### src/rtl/stopwatch_defs.sv
// Shared state encodings for the multi-lap stopwatch.
package stopwatch_defs;
   typedef enum logic [1:0] {
      ST_STOPPED = 2'd0,
      ST_RUNNING = 2'd1,
      ST_EXPIRED = 2'd2
   } sw_state_t;
endpackage

### src/rtl/tick_prescaler.sv
// Divides clk down to a one-cycle tick; holds its count while disabled.
module tick_prescaler #(
   parameter int DIV = 10
) (
   input  logic clk,
   input  logic reset,
   input  logic clear,
   input  logic enable,
   output logic tick
);
   localparam int CW = (DIV > 2) ? $clog2(DIV) : 1;
   localparam logic [CW-1:0] LAST = CW'(DIV - 1);

   logic [CW-1:0] count;

   assign tick = enable && (count == LAST);

   always_ff @(posedge clk) begin
      if (reset || clear) begin
         count <= '0;
      end else if (enable) begin
         count <= tick ? '0 : count + 1'b1;
      end
   end
endmodule

### src/rtl/multi_lap_stopwatch.sv
// Up/down stopwatch with a small lap memory and stepped readback.
module multi_lap_stopwatch
   import stopwatch_defs::*;
#(
   parameter int CLOCK_FREQ = 50000000,
   parameter int TICK_HZ    = 10,
   parameter int WIDTH      = 16,
   parameter int LAP_AW     = 3
) (
   input  logic              clk,
   input  logic              reset,
   input  logic              start_stop,
   input  logic              lap,
   input  logic              show_next,
   input  logic              load,
   input  logic              down_mode,
   input  logic [WIDTH-1:0]  preset,
   output logic [WIDTH-1:0]  elapsed,
   output logic [WIDTH-1:0]  lap_value,
   output logic [LAP_AW-1:0] lap_index,
   output logic [LAP_AW:0]   lap_count,
   output logic              running,
   output logic              done,
   output logic              overflow
);
   localparam int DIV = CLOCK_FREQ / TICK_HZ;
   localparam int LAP_DEPTH = 1 << LAP_AW;
   localparam logic [LAP_AW:0] FULL = (LAP_AW + 1)'(LAP_DEPTH);

   sw_state_t        state;
   logic             mode_down;
   logic             tick;
   logic             is_run;
   logic             pre_clear;
   logic [LAP_AW:0]  next_index;
   logic [WIDTH-1:0] mem [LAP_DEPTH];

   assign is_run     = (state == ST_RUNNING);
   assign running    = is_run;
   assign done       = (state == ST_EXPIRED);
   assign pre_clear  = load && !start_stop && !is_run;
   assign next_index = {1'b0, lap_index} + 1'b1;

   tick_prescaler #(
      .DIV(DIV)
   ) u_prescaler (
      .clk   (clk),
      .reset (reset),
      .clear (pre_clear),
      .enable(is_run),
      .tick  (tick)
   );

   always_ff @(posedge clk) begin
      if (reset) begin
         state     <= ST_STOPPED;
         mode_down <= 1'b0;
         elapsed   <= '0;
         lap_value <= '0;
         lap_index <= '0;
         lap_count <= '0;
         overflow  <= 1'b0;
         for (int i = 0; i < LAP_DEPTH; i++) mem[i] <= '0;
      end else begin
         lap_value <= mem[lap_index];

         // The tick is honoured even on the edge that stops the count.
         if (is_run && tick) begin
            if (mode_down) begin
               elapsed <= elapsed - 1'b1;
               if (elapsed == WIDTH'(1)) state <= ST_EXPIRED;
            end else if (elapsed == '1) begin
               overflow <= 1'b1;
            end else begin
               elapsed <= elapsed + 1'b1;
            end
         end

         if (start_stop) begin
            case (state)
               ST_STOPPED: begin
                  if (!(down_mode && elapsed == '0)) begin
                     state     <= ST_RUNNING;
                     mode_down <= down_mode;
                     lap_index <= '0;
                  end
               end
               default: state <= ST_STOPPED;
            endcase
         end else if (load) begin
            if (!is_run) begin
               state     <= ST_STOPPED;
               elapsed   <= preset;
               lap_count <= '0;
               lap_index <= '0;
               overflow  <= 1'b0;
               for (int i = 0; i < LAP_DEPTH; i++) mem[i] <= '0;
            end
         end else if (lap) begin
            if (is_run && lap_count < FULL) begin
               mem[lap_count[LAP_AW-1:0]] <= elapsed;
               lap_count <= lap_count + 1'b1;
            end
         end else if (show_next) begin
            if (!is_run) begin
               if (lap_count == '0 || next_index >= lap_count)
                  lap_index <= '0;
               else
                  lap_index <= lap_index + 1'b1;
            end
         end
      end
   end
endmodule

### config.mk
export PLATFORM = sky130hd
export DESIGN_NAME = multi_lap_stopwatch
export DESIGN_NICKNAME = d
export VERILOG_FILES = /design/src/rtl/stopwatch_defs.sv /design/src/rtl/tick_prescaler.sv /design/src/rtl/multi_lap_stopwatch.sv
export SDC_FILE = /design/constraint.sdc
export NUM_CORES = 1
export LEC_CHECK = 0
export ABC_AREA = 1
export BUFFER_PORTS_ARGS = -buffer_cell sky130_fd_sc_hd__buf_2
export CAP_MARGIN = 5
export CORE_UTILIZATION = 28
export DETAILED_ROUTE_END_ITERATION = 6
export PLACE_DENSITY_LB_ADDON = 0.25
export SLEW_MARGIN = 20
export SYNTH_ARGS = -nofsm -noshare
export SYNTH_HDL_FRONTEND = slang
export SYNTH_HIERARCHICAL = 1
export SYNTH_SLANG_ARGS = --single-unit
### constraint.sdc
create_clock -name clk -period 2.2 [get_ports clk]
set_input_delay 0.11 -clock clk [delete_from_list [all_inputs] [get_ports clk]]
set_output_delay 0.11 -clock clk [all_outputs]
set_load 0.05 [all_outputs]
Word-level counts from Yosys, hierarchy flattened

Memories as Yosys holds them, arrays and structs flattened. A register that Yosys moved wholly into a read port is not among the register bits.
Cells that the tools add are included.

Bitwise logic cells: 10
Div/mod/pow operators: 0
Multiply operators: 0
Muxes and demuxes: 58
Equality and inequality tests: 10
Reduce and logical (&&, ||, !) cells: 20
Shifts and indexed selects: 0
Add/subtract/negate cells: 6
Order comparisons: 2

Operators with widths:

| kind                                               | count |
|---|---|
| 2-to-1 mux 16 bit                                  | 15 |
| 2-to-1 mux 3 bit                                   | 10 |
| adder 23 x 1 -> 23 bit, second input constant      | 1 |
| == test 23 bit, second input constant              | 1 |
| 2-to-1 mux 23 bit                                  | 1 |
| 2-to-1 mux 1 bit                                   | 20 |
| adder 16 x 1 -> 16 bit, second input constant      | 1 |
| == test 16 x 1 -> 1 bit, second input constant     | 1 |
| == test 16 bit, second input constant              | 1 |
| logical NOT 16 bit                                 | 1 |
| 2-to-1 mux 2 bit                                   | 8 |
| 2-to-1 mux 4 bit                                   | 4 |
| OR reduction 16 bit                                | 1 |
| subtractor 16 x 1 -> 16 bit, second input constant | 1 |
| bitwise OR 1 bit                                   | 8 |
| logical AND 1 bit                                  | 6 |
| != test 2 bit, second input constant               | 3 |
| AND reduction 5 bit                                | 1 |
| adder 3 x 1 -> 4 bit, second input constant        | 1 |
| adder 4 x 1 -> 4 bit, second input constant        | 1 |
| >= comparator 4 bit                                | 1 |
| logical NOT 4 bit                                  | 1 |
| less-than comparator 4 bit, second input constant  | 1 |
| AND reduction 4 bit                                | 1 |
| other kinds (12)                                   | 16 |

Output and inout port bits: 42
ROM bits: 0
Input bits: 23
Bits in registers: 50
Latch bits: 0
Memory bits (writable): 128
Memories kept: 1
Logic and storage cells: 114

Memories:

| name | words | width | read ports | clocked after Yosys merged registers in | wr ports | line                      | RTL |
|---|---|---|---|---|---|---|---|
| mem  | 8     | 16    | 1          | 1                                       | 8        | multi_lap_stopwatch.sv:36 | `logic [WIDTH-1:0] mem [LAP_DEPTH];` |

Depth between registers and ports, before layout

Gate-level depths: netlist of run 1.

Depth after elaboration: 10
Gate-level depth with buffers: 13
Gate-level depth less buffers: 13

Modules after synthesis

Netlist of run 1, hierarchy kept.

By module, submodules not included:

| module              | cells each | area an instance (µm²) | instances | seq. area each (µm²) |
|---|---|---|---|---|
| multi_lap_stopwatch | 945        | 8338.0                 | 1         | 4704.5 |
| tick_prescaler      | 224        | 1357.6                 | 1         | 460.4 |

Worst setup path before layout of run 1

OpenSTA, ideal clock, no wires.

Path type: reg2reg
Start point: register lap_index[0]
End point: register lap_index[0]
Arrival time: 2262 ps
Cell stages (with the launch flop): 12
Path buffers: 2
Library setup time: 64 ps
Slack: -126 ps
Required time: 2136 ps
Period minus slack after synthesis: 2326 ps
Cells stage by stage: dfxtp_1 inv_1 buf_2 clkbuf_1 nor3_1 ha_1 a21o_1 a31oi_1 nand3_1 nor2_1 a21oi_1 nor2_1

Longest elaborated chain between the ends: 9
Elaborated cells between the ends (all ways): 10
Classes of those cells: 2 x add/sub; 1 x order compare; 6 x mux; 1 x reduce/logical

Ends and longest elaborated chain:

| item                   | line                       | RTL |
|---|---|---|
| from (decl)            | multi_lap_stopwatch.sv:20  | `output logic [LAP_AW-1:0] lap_index,` |
| from (signal assigned) | multi_lap_stopwatch.sv:109 | `lap_index <= lap_index + 1'b1;` |
| adder 3 x 1 -> 4 bit   | multi_lap_stopwatch.sv:42  | `assign next_index = {1'b0, lap_index} + 1'b1;` |
| >= comparator 4 bit    | multi_lap_stopwatch.sv:106 | `if (lap_count == '0 \|\| next_index >= lap_count)` |
| logical OR 1 bit       | multi_lap_stopwatch.sv:106 |  |
| 2-to-1 mux 3 bit *     | multi_lap_stopwatch.sv:106 |  |
| 2-to-1 mux 3 bit *     | multi_lap_stopwatch.sv:105 | `if (!is_run) begin` |
| 2-to-1 mux 3 bit *     | multi_lap_stopwatch.sv:104 | `end else if (show_next) begin` |
| 2-to-1 mux 3 bit *     | multi_lap_stopwatch.sv:99  | `end else if (lap) begin` |
| 2-to-1 mux 3 bit *     | multi_lap_stopwatch.sv:90  | `end else if (load) begin` |
| 2-to-1 mux 3 bit *     | multi_lap_stopwatch.sv:79  | `if (start_stop) begin` |

Every way passes the cells marked *; elsewhere a longest branch is shown, timed or not. The select of a mux whose other input is x is not followed.
A chain may end at the register's enable or synchronous reset.

Worst setup path in the final report of run 1

Start point: register u_prescaler.count[0]
End point: register elapsed[6]

Longest elaborated chain between the ends: 7

Ends and longest elaborated chain:

| item                   | line                      | RTL |
|---|---|---|
| from (decl)            | tick_prescaler.sv:14      | `logic [CW-1:0] count;` |
| from (signal assigned) | tick_prescaler.sv:22      | `count <= tick ? '0 : count + 1'b1;` |
| == test 23 bit *       | tick_prescaler.sv:16      | `assign tick = enable && (count == LAST);` |
| logical AND 1 bit *    | tick_prescaler.sv:16      |  |
| via tick               | multi_lap_stopwatch.sv:32 | `logic tick;` |
| logical AND 1 bit *    | multi_lap_stopwatch.sv:68 | `if (is_run && tick) begin` |
| 2-to-1 mux 16 bit *    | multi_lap_stopwatch.sv:68 |  |
| 2-to-1 mux 16 bit      | multi_lap_stopwatch.sv:91 | `if (!is_run) begin` |
| 2-to-1 mux 16 bit      | multi_lap_stopwatch.sv:90 |  |
| 2-to-1 mux 16 bit *    | multi_lap_stopwatch.sv:79 |  |
| to (signal assigned)   | multi_lap_stopwatch.sv:70 | `elapsed <= elapsed - 1'b1;` |
| to (signal assigned)   | multi_lap_stopwatch.sv:75 | `elapsed <= elapsed + 1'b1;` |
| to (signal assigned)   | multi_lap_stopwatch.sv:93 | `elapsed <= preset;` |
| to (decl)              | multi_lap_stopwatch.sv:18 | `output logic [WIDTH-1:0] elapsed,` |

The timed path passes the listed nets; every way through them passes the cells marked *.

==> results of run 1 <==
[metal layers]
layer  global-route usage, %  up-vias  wire, um
met2                   26.43      204     13040
met4                   3.033        0       201
li1                        -     4101         -
met1                   22.84     3980     13510
met5                       0        -         0
met3                   2.676       17      1368
[flip-flops by register name, summed over array words and instances, names as in the netlist]
register           flops
mode_down              1
mem                  128
lap_count              4
u_prescaler/count     23
overflow               1
lap_index              3
state                  2
elapsed               16
lap_value             16
[layout make-up]
| cell class | count | area [um2] | area share (%) |
|---|---|---|---|
| inverter | 90 | 337.8 | 2.909 |
| clock inverter | 13 | 141.4 | 1.218 |
| clock buffer | 19 | 464.2 | 3.998 |
| tap | 448 | 560.5 | 4.828 |
| sequential | 194 | 5170 | 44.53 |
| timing repair buffer | 137 | 1016 | 8.750 |
| multi-input combinational | 834 | 3921 | 33.77 |
[stage by stage]
step	util (%)	setup WS, ns	hold slack (ns)	cells	total power, mW
floorplan	-	0.02644	0.1791	1169	5.163
global placement	32.11	0.1317	0.3388	1688	5.679
detailed placement	32.11	0.04008	0.3393	1688	5.686
CTS	34.32	0.03891	0.0005126	1734	8.905
global route	34.37	0.03579	0.007939	1735	9.190
finish	34.37	0.2200	0.01451	1735	8.835
[cells by family after synthesis]
logic type	share of synthesized area, %
buf+inv	6.375
fa+ha+maj	1.420
xor+xnor	0.4518
compound gates	10.17
simple gates	28.31
flops	53.27
[worst register-to-register path, stage by stage, from the launching register on]
cell	delay, ns
dfxtp_1	0.34
ha_1	0.17
nand2_1	0.08
inv_1	0.10
nand3_1	0.10
nor4_2	0.22
buf_4	0.15
nand2_2	0.09
inv_2	0.10
o21ai_0	0.11
nor3_2	0.17
nand2_1	0.07
nand2_1	0.06
nand2_1	0.06
a21oi_1	0.11
[cells in the mapped netlist (2+ instances only)]
master	instances
a21oi_1	23
nand2_4	11
buf_2	8
nor2_8	2
clkinv_1	9
o21a_1	2
o21bai_1	3
ha_1	11
buf_1	2
o22ai_1	17
nor3_1	11
edfxtp_1	128
nor2_2	7
nor2_1	333
nor4_1	2
a31oi_1	18
nand3_1	62
nor2_4	4
buf_6	10
clkbuf_1	30
o21ai_0	112
xor2_1	2
dfxtp_1	66
xnor2_1	3
inv_1	76
nand3_2	2
a21oi_2	2
inv_2	5
nand2_1	173
nand2_2	5
nand4_1	17
[where the power goes]
| group | switching [mW] | leakage [nW] | total, mW | internal, mW |
|---|---|---|---|---|
| sequential | 0.103 | 1.90 | 4.17 | 4.07 |
| clock | 1.52 | 0.301 | 3.22 | 1.70 |
| combinational | 1.03 | 2.50 | 1.44 | 0.406 |
[timing repair]
action                                  4_1_cts  5_1_grt
setup buffers                                 0        1
hold buffers                                 14        0
endpoints found under the hold margin        15        0
endpoints found under the setup margin        0       11
gates resized for setup                       0        4
[final timing paths]
kind	startpoint	to	slack, ns	depth (start not counted)
setup / recovery	u_prescaler/count[0]	elapsed[6]	0.22	14
hold / removal	preset[5]	elapsed[5]	0.01	5
setup reg to reg	u_prescaler/count[0]	elapsed[6]	0.22	14
hold reg to reg	state[1]	state[1]	0.50	2
==> results by group, run 1 <==
Status
  • Status: completed

Logic synthesis
  • Syn Inst Count: 1169
  • Post-synth net total: 1203
  • Synth area leaders: edfxtp_1 40%, dfxtp_1 14%, nor2_1 13%
  • Synthesized cell area: 9696 um2
  • Warning count from the yosys run: 6
  • Register area share after synthesis: 53.27%
  • Synth Register Bits: 194
  • Top_reg_cell synth: edfxtp_1
  • Post-synth top area cell: edfxtp_1
  • Syn avg cell area: 8.294 um2
  • Number of synthesized flops with an enable pin: 128
  • Yosys top cell area share: 39.64%
  • Asr flop ratio synth: 0%
  • Unique masters post-synth: 44

Die
  • Initial Utilization: 28.70%
  • Core area: 33780 um2
  • Die extent in x: 188.1 um
  • Io pins: 65
  • Row count: 67
  • Die Area: 35380 um2
  • Chip Height: 188.1 um

Place
  • Dpl cell area: 10850 um2
  • Final GP Congestion: 0.8555
  • DP Wirelength: 18760 um
  • I/O Buffers: 64

Timing
  • Final setup TNS: 0 ns
  • Fin crit share: 90.00%
  • Final number of hold-violating endpoints: 0
  • Minimum clock period: 1.980 ns
  • Worst clock skew: 0.007874 ns
  • Setup violators final: 0
  • Max Transition Viols Final: 0
  • Worst rel slew slack: 62.79%
  • Max Clock Freq: 0.5051 GHz
  • RSZ-0062 raised after global routing: no
  • Slew at the pin closest to its max-slew limit: 0.5576 ns

Final layout
  • Most common cell after layout, fill and taps aside: nor2_1
  • Fraction of layout instances using a drive strength above 1: 15.85%
  • Most frequent cells in the layout: 333 x nor2_1, 172 x nand2_1, 128 x edfxtp_1
  • # nets final: 1308
  • Fillers: 3569
  • Fin area: 11610 um2
  • P&R area growth vs syn: 19.76%
  • Ant diodes: 0

Routing
  • First-pass DRT Iterations: 5
  • Final wirelength: 28120 um
  • Routed Antenna Nets: 0
  • Routed vias: 8302
  • DR WL/cell: 16.21 um
  • Initial DRC Count: 645
  • Via/cell ratio: 4.785
  • DRC violations left: 0

Setup path
  • Max Fanout on Critical Path: 4
  • CP startpoint kind: flop
  • Worst path buffer plus inverter count: 3
  • Worst-path cell chain: ha_1, nand2_1, inv_1, nand3_1, nor4_2, buf_4, nand2_2, inv_2, o21ai_0, nor3_2, nand2_1, nand2_1, nand2_1, a21oi_1
  • Top delay family on crit path: simple AND/OR/NAND/NOR gates
  • Crit path largest cell delay: 0.34 ns
  • Crit-path slowest cell: dfxtp_1
  • CP Capture Type: flop
  • CP Data Arrival Time: 2.36 ns
  • CP dominant cell by count: nand2_1
  • WS Path Type: flop to flop
  • WP data required: 2.58 ns

CTS
  • Clk sinks: 194
  • Clk_lat worst skew: 0.44 ns
  • Root Buffer: clkbuf_16
  • CTS tree: yes
  • CTS Buf Count: 17
  • Clock Path Buffers: 2
  • Worst-path clk slew: 0.07 ns
  • H-tree levels: 4

Hold path
  • Hold Crit Class: input port to flop

Global routing
  • Vias in the first global route: 7958
  • Largest net degree at the start of global routing: 66
  • Global-route wire length before repair: 44570 um
  • Total GRT Usage: 16.29%
  • Initial antenna violation count: 0
  • Gr ovfl total: 0

Power and ir drop
  • Leak: 4.696 nW
  • Max VDD drop: 0.5796 mV
  • PwrDens: 760.9 nW/um2

Job
  • Max Cap Viol: 0
(Power assumes the default switching activity.)
==> inputs of run 2 (changes only) <==
- PLACE_DENSITY_LB_ADDON: 0.25 -> not set
==> results by group, run 2 (synthesis gave the netlist of run 1 again) <==
Final layout
  • Multi-input gate area: 3931 um2 (+0.26%)
  • Register with the most flip-flops: mem
  • Most common cell after layout, fill and taps aside: nor2_1
  • Regs by FF count: mem (128), u_prescaler/count (23)
  • Fin area: 11520 um2 (-0.80%)
  • Most frequent cells in the layout: 332 x nor2_1, 173 x nand2_1, 128 x edfxtp_1
  • P&R area growth vs syn: 18.80%
  • Fraction of layout instances using a drive strength above 1: 15.04% (-0.81 points)
  • Max reg flops: 128 (unchanged)
  • Register area: 5172 um2 (about the same)
  • Fillers: 3487 (-2.3%)
  • # nets final: 1291 (-1.3%)
  • Cell Count, Final, Fillers Out: 1719 (-0.92%)

CTS
  • CTS Buf Count: 17 (unchanged)
  • Clock Path Buffers: 2 (unchanged)
  • Worst-path clk slew: 0.08 ns (about the same)
  • Clk sinks: 194 (unchanged)
  • Root Buffer: clkbuf_16
  • Clk_lat worst skew: 0.45 ns (about the same)
  • Post-CTS setup buffers: 0 (unchanged)
  • H-tree levels: 4 (unchanged)
  • CTS tree: yes

Place
  • Dpl cell area: 10720 um2 (-1.2%)
  • Placed insts: 1673 (-0.89%)
  • I/O Buffers: 64 (unchanged)
  • DP Wirelength: 18350 um (-2.2%)
  • Final GP Congestion: 0.9025 (+5.5%)

Timing
  • Max Clock Freq: 0.5037 GHz (-0.26%)
  • Max Transition Viols Final: 0 (unchanged)
  • Slew at the pin closest to its max-slew limit: 0.7083 ns (+0.1507 ns)
  • Final number of hold-violating endpoints: 0 (unchanged)
  • Minimum clock period: 1.985 ns (+0.005144 ns)
  • Setup violators final: 0 (unchanged)
  • Worst rel slew slack: 52.78% (-10 points)
  • Worst clock skew: 0.01420 ns (+0.006323 ns)
  • RSZ-0062 raised after global routing: no
  • Final setup TNS: 0 ns (unchanged)
  • Fin crit share: 90.23% (+0.23 points)

Setup path
  • Crit-path slowest cell: dfxtp_1
  • Cells on worst reg2reg path: 13 (-1)
  • Worst-path cell chain: inv_1, nand2_2, inv_2, nand3_2, nor4_2, nand2_1, buf_4, a21oi_4, nand2_1, nand2_1, nand3_1, nand2_1, inv_1
  • WS Path Type: flop to flop
  • CP dominant cell by count: nand2_1
  • Worst r2r src: state[1]
  • Crit path largest cell delay: 0.33 ns (about the same)
  • CP Capture Type: flop
  • Max Fanout on Critical Path: 8 (+4)
  • CP startpoint kind: flop
  • WP data required: 2.56 ns (-0.02 ns)
  • CP Data Arrival Time: 2.34 ns (-0.02 ns)
  • Crit path from: state[1]

Global routing
  • Total GRT Usage: 15.23% (-1.1 points)
  • GR peak layer: met2
  • Grt met3 use: 2.583% (-0.094 points)
  • Vias in the first global route: 7704 (-3.2%)
  • Largest net degree at the start of global routing: 66 (unchanged)
  • Gr ovfl total: 0 (unchanged)
  • GRT met2 Usage: 23.77% (-2.7 points)
  • Initial antenna violation count: 1 (+1)
  • Global-route wire length before repair: 42210 um (-5.3%)
  • Grt met1 use: 21.70% (-1.1 points)

Die
  • Row count: 67 (unchanged)
  • Core area: 33780 um2 (unchanged)
  • Chip Height: 188.1 um (unchanged)
  • Die extent in x: 188.1 um (unchanged)
  • Io pins: 65 (unchanged)
  • Initial Utilization: 28.70% (unchanged)
  • Die Area: 35380 um2 (unchanged)

Routing
  • Routed vias: 8320 (+0.22%)
  • First-pass DRT Iterations: 5 (unchanged)
  • DRC violations left: 0 (unchanged)
  • DR WL/cell: 15.55 um (-4.0%)
  • Final wirelength: 26740 um (-4.9%)
  • Via/cell ratio: 4.840 (+1.1%)
  • Routed Antenna Nets: 0 (unchanged)
  • Initial DRC Count: 686 (+6.4%)

Status
  • Status: completed

Power and ir drop
  • PwrDens: 774.8 nW/um2 (+1.8%)
  • Pwr Total: 8.925 mW (+1.0%)
  • Leak: 4.605 nW (-1.9%)
  • Max VDD drop: 0.6245 mV (+7.8%)

Hold path
  • Hold Startpoint: preset[1]
  • Hold Crit Class: input port to flop
  • Worst hold path depth: 4 (-1)

Job
  • Max Cap Viol: 0 (unchanged)
[run 2: cell types whose count changed in the layout (fill, tap and decap cells not counted), moves of 2 or more]
| cell | change |
|---|---|
| dfxtp_1 | -2 |
| clkinv_8 | +3 |
| clkinv_2 | -3 |
| dfxtp_2 | +2 |
| buf_4 | -15 |
[run 2: layout make-up]
| class | count | share of cell area [%] |
|---|---|---|
| flip-flops and latches | 194 | 44.91 |
| multi-input cells | 834 | 34.13 |
| repair buffers | 120 | 7.582 |
| well taps | 448 | 4.866 |
| clock buffers | 17 | 3.693 |
| inverters | 90 | 2.933 |
| clock inverters | 15 | 1.868 |
| diodes | 1 | 0.02173 |
[run 2: critical path, delay by kind of cell, from the launching register on]
kind | cells | cell delay, ns
buf+inv | 4 | 0.44
flops | 1 | 0.33
simple gates | 8 | 0.90
compound gates | 1 | 0.21
[run 2: power by group]
part / internal (mW) / switching [mW] / total, mW
clock: 1.75 / 1.59 / 3.34
sequential: 4.07 / 0.113 / 4.18
combinational: 0.386 / 1.01 / 1.40
total: 6.21 / 2.71 / 8.92
[run 2: final timing paths]
path | endpoint | slack (ns)
max | elapsed[7] | 0.21
min | elapsed[1] | 0.02
max reg2reg | elapsed[7] | 0.21
min reg2reg | state[1] | 0.50
[run 2: per-layer routing]
layer / vias to the layer above / part of all wire [%]
li1: 4063 / -
met1: 3928 / 48
met2: 300 / 45
met3: 29 / 5.9
met4: 0 / 1.3
met5: - / 0
[run 2: stage by stage]
step / setup slack, ns / hold slack [ns] / utilization (%)
final: 0.2149 / 0.02346 / 34.10
after global routing: 0.01963 / 0.03367 / 34.09
after CTS: 0.04831 / 0.005208 / 34.02
after detailed placement: 0.07010 / 0.3456 / 31.74
after global placement: 0.1476 / 0.3478 / 31.74
after floorplan: 0.02644 / 0.1791 / -
[run 2: repair_timing]
action                                 CTS  global route
hold buffers                            13             0
gates resized for setup                  0             7
endpoints found under the hold margin   14             0
setup endpoints to repair                0            10
==> inputs of run 3 (changes only) <==
- CORE_MARGIN: not set -> 2
- CORE_UTILIZATION: 28 -> 61
- PLACE_DENSITY: not set -> 0.8
==> results by group, run 3 (synthesis gave the netlist of run 1 again) <==
Status
  • Status: completed

Place
  • Dpl cell area: 10420 um2 (-2.8%)
  • I/O Buffers: 64 (unchanged)
  • Placed insts: 1439 (-14%)
  • Final GP Congestion: 0.9352 (+3.6%)
  • DP Wirelength: 16420 um (-11%)

Setup path
  • Cells on worst reg2reg path: 13 (unchanged)
  • CP Data Arrival Time: 2.40 ns (+0.06 ns)
  • Top delay family on crit path: simple AND/OR/NAND/NOR gates
  • Worst path buffer plus inverter count: 2 (-2)
  • CP startpoint kind: flop
  • WS Path Type: flop to flop
  • R2R Setup Slk: 0.18 ns (-0.03 ns)
  • FF-to-FF End: elapsed[6]
  • WP data required: 2.58 ns (+0.02 ns)
  • CP dominant cell by count: nand2_1
  • Crit-path slowest cell: dfxtp_1
  • Crit path largest cell delay: 0.33 ns (about the same)
  • Max Fanout on Critical Path: 5 (-3)
  • CP Capture Type: flop
  • Worst-path cell chain: inv_1, nand2_1, nor3_1, nand3_1, nor4_2, nand2_2, inv_2, o21ai_0, nor3_2, nand2_1, nand2_1, nand2_1, a21oi_1
  • Worst r2r src: u_prescaler/count[12]

Die
  • Chip Height: 130.1 um (-31%)
  • Core area: 15710 um2 (-53%)
  • Initial Utilization: 61.71% (+33 points)
  • Io pins: 65 (unchanged)
  • Row count: 46 (-31%)
  • Die Area: 16920 um2 (-52%)
  • Die extent in x: 130.1 um (-31%)

Global routing
  • Global-route wire length before repair: 39590 um (-6.2%)
  • Gr ovfl total: 0 (unchanged)
  • Vias in the first global route: 7917 (+2.8%)
  • Largest net degree at the start of global routing: 66 (unchanged)
  • Total GRT Usage: 30.49% (+15 points)
  • Initial antenna violation count: 0 (-1)

Timing
  • Hold_ws: 0.02019 ns (-0.003273 ns)
  • Fin crit share: 91.73% (+1.5 points)
  • Max Clock Freq: 0.4955 GHz (-1.6%)
  • Worst clock skew: 0.01065 ns (-0.003544 ns)
  • Worst rel slew slack: 54.39% (+1.6 points)
  • Slew at the pin closest to its max-slew limit: 0.6842 ns (-0.02411 ns)
  • Final number of hold-violating endpoints: 0 (unchanged)
  • Max Transition Viols Final: 0 (unchanged)
  • Minimum clock period: 2.018 ns (+0.03301 ns)
  • Setup violators final: 0 (unchanged)

Power and ir drop
  • Pwr Total: 8.594 mW (-3.7%)
  • Sw power: 2.544 mW (-6.3%)
  • PwrDens: 769.5 nW/um2 (-0.69%)
  • Clock power share: 35.3% (-2.1 points)
  • Power share of the combinational group: 16.1% (+0.4 points)
  • Max VDD drop: 0.5733 mV (-8.2%)
  • Sw Ratio: 29.61% (-0.81 points)
  • Leak: 4.590 nW (-0.33%)
  • Cell internal pwr: 6.049 mW (-2.6%)
  • Reg power frac: 48.6% (+1.7 points)

Final layout
  • Register area: 5171 um2 (about the same)
  • Register with the most flip-flops: mem
  • Util after Layout: 71.08% (+37 points)
  • Max reg flops: 128 (unchanged)
  • Most frequent cells in the layout: 333 x nor2_1, 172 x nand2_1, 128 x edfxtp_1
  • P&R area growth vs syn: 15.19%
  • Ant diodes: 0 (-1)
  • Multi-input gate area: 3929 um2 (about the same)
  • Fraction of layout instances using a drive strength above 1: 14.71% (-0.33 points)
  • Cell Count, Final, Fillers Out: 1487 (-13%)
  • Most common cell after layout, fill and taps aside: nor2_1
  • Regs by FF count: mem (128), u_prescaler/count (23)
  • Fin area: 11170 um2 (-3.0%)
  • Fillers: 1226 (-65%)
  • # nets final: 1292 (+0.077%)

CTS
  • Root Buffer: clkbuf_16
  • Clk sinks: 194 (unchanged)
  • Clock Path Buffers: 2 (unchanged)
  • CTS tree: yes
  • Clk_lat worst skew: 0.44 ns (about the same)
  • Worst-path clk slew: 0.07 ns (about the same)
  • H-tree levels: 4 (unchanged)
  • CTS Buf Count: 17 (unchanged)

Hold path
  • Hold Path End: elapsed[1]
  • Worst hold path depth: 4 (unchanged)
  • Hold Startpoint: preset[1]
  • Hold Crit Class: input port to flop

Routing
  • Via/cell ratio: 5.676 (+17%)
  • DRC violations left: 0 (unchanged)
  • Final wirelength: 24700 um (-7.6%)
  • Initial DRC Count: 860 (+25%)
  • DR WL/cell: 16.61 um (+6.8%)
  • Routed Antenna Nets: 0 (unchanged)
  • First-pass DRT Iterations: 6 (+1)
  • Routed vias: 8440 (+1.4%)

Job
  • Max Cap Viol: 0 (unchanged)
## run 3: area by class of cell
type / count / share of cell area [%]
tap: 216 / 2.420
inverter: 90 / 3.025
timing repair buffer: 121 / 7.932
sequential: 194 / 46.30
clock buffer: 20 / 4.190
multi-input combinational: 834 / 35.18
clock inverter: 12 / 0.9523
## run 3: routing by layer
layer	vias to the layer above	track usage, %	share of wire (%)
met1	3908	40.37	40
met5	-	0	0
li1	4068	-	-
met2	405	50.79	49
met4	0	10.69	2.4
met3	59	5.658	8.4
## run 3: worst max-delay path by stage
stage | startpoint | endpoint | slack, ns | depth (start not counted)
after floorplan | state[0] | mem[0][0] | 0.03 | 9
after global placement | u_prescaler/count[0] | elapsed[9] | 0.23 | 13
after detailed placement | u_prescaler/count[0] | elapsed[6] | 0.14 | 13
after CTS | u_prescaler/count[0] | elapsed[6] | 0.14 | 13
after global routing | u_prescaler/count[12] | elapsed[2] | -0.0002 | 13
final | u_prescaler/count[12] | elapsed[6] | 0.18 | 13
## run 3: timing repair
action | in CTS | in global routing
hold buffers | 15 | 0
setup buffers | 0 | 1
gates resized for setup | 0 | 5
setup endpoints to repair | 0 | 8
endpoints found under the hold margin | 16 | 0
## run 3: power by group through the flow
stage | Combinational (mW) | Sequential [mW] | Clock (mW)
final | 1.38 | 4.18 | 3.03
after global routing | 1.51 | 4.20 | 3.20
after CTS | 1.37 | 4.18 | 3.06
after detailed placement | 1.34 | 4.26 | 0
after global placement | 1.32 | 4.25 | 0
after floorplan | 0.684 | 4.48 | 0
## run 3: stage by stage
stage | worst slack (ns) | setup TNS (ns)
after CTS | 0.1412 | 0
after detailed placement | 0.1438 | 0
after floorplan | 0.02644 | 0
after global placement | 0.2285 | 0
final | 0.1818 | 0
after global routing | -0.0002218 | -0.0002218
## run 3: worst register-to-register path, cell delays in order, from the launching register on
cell and delay, ns:
dfxtp_1 0.33, inv_1 0.08, nand2_1 0.06, nor3_1 0.16
nand3_1 0.14, nor4_2 0.26, nand2_2 0.14, inv_2 0.12
o21ai_0 0.12, nor3_2 0.23, nand2_1 0.08, nand2_1 0.06
nand2_1 0.05, a21oi_1 0.10
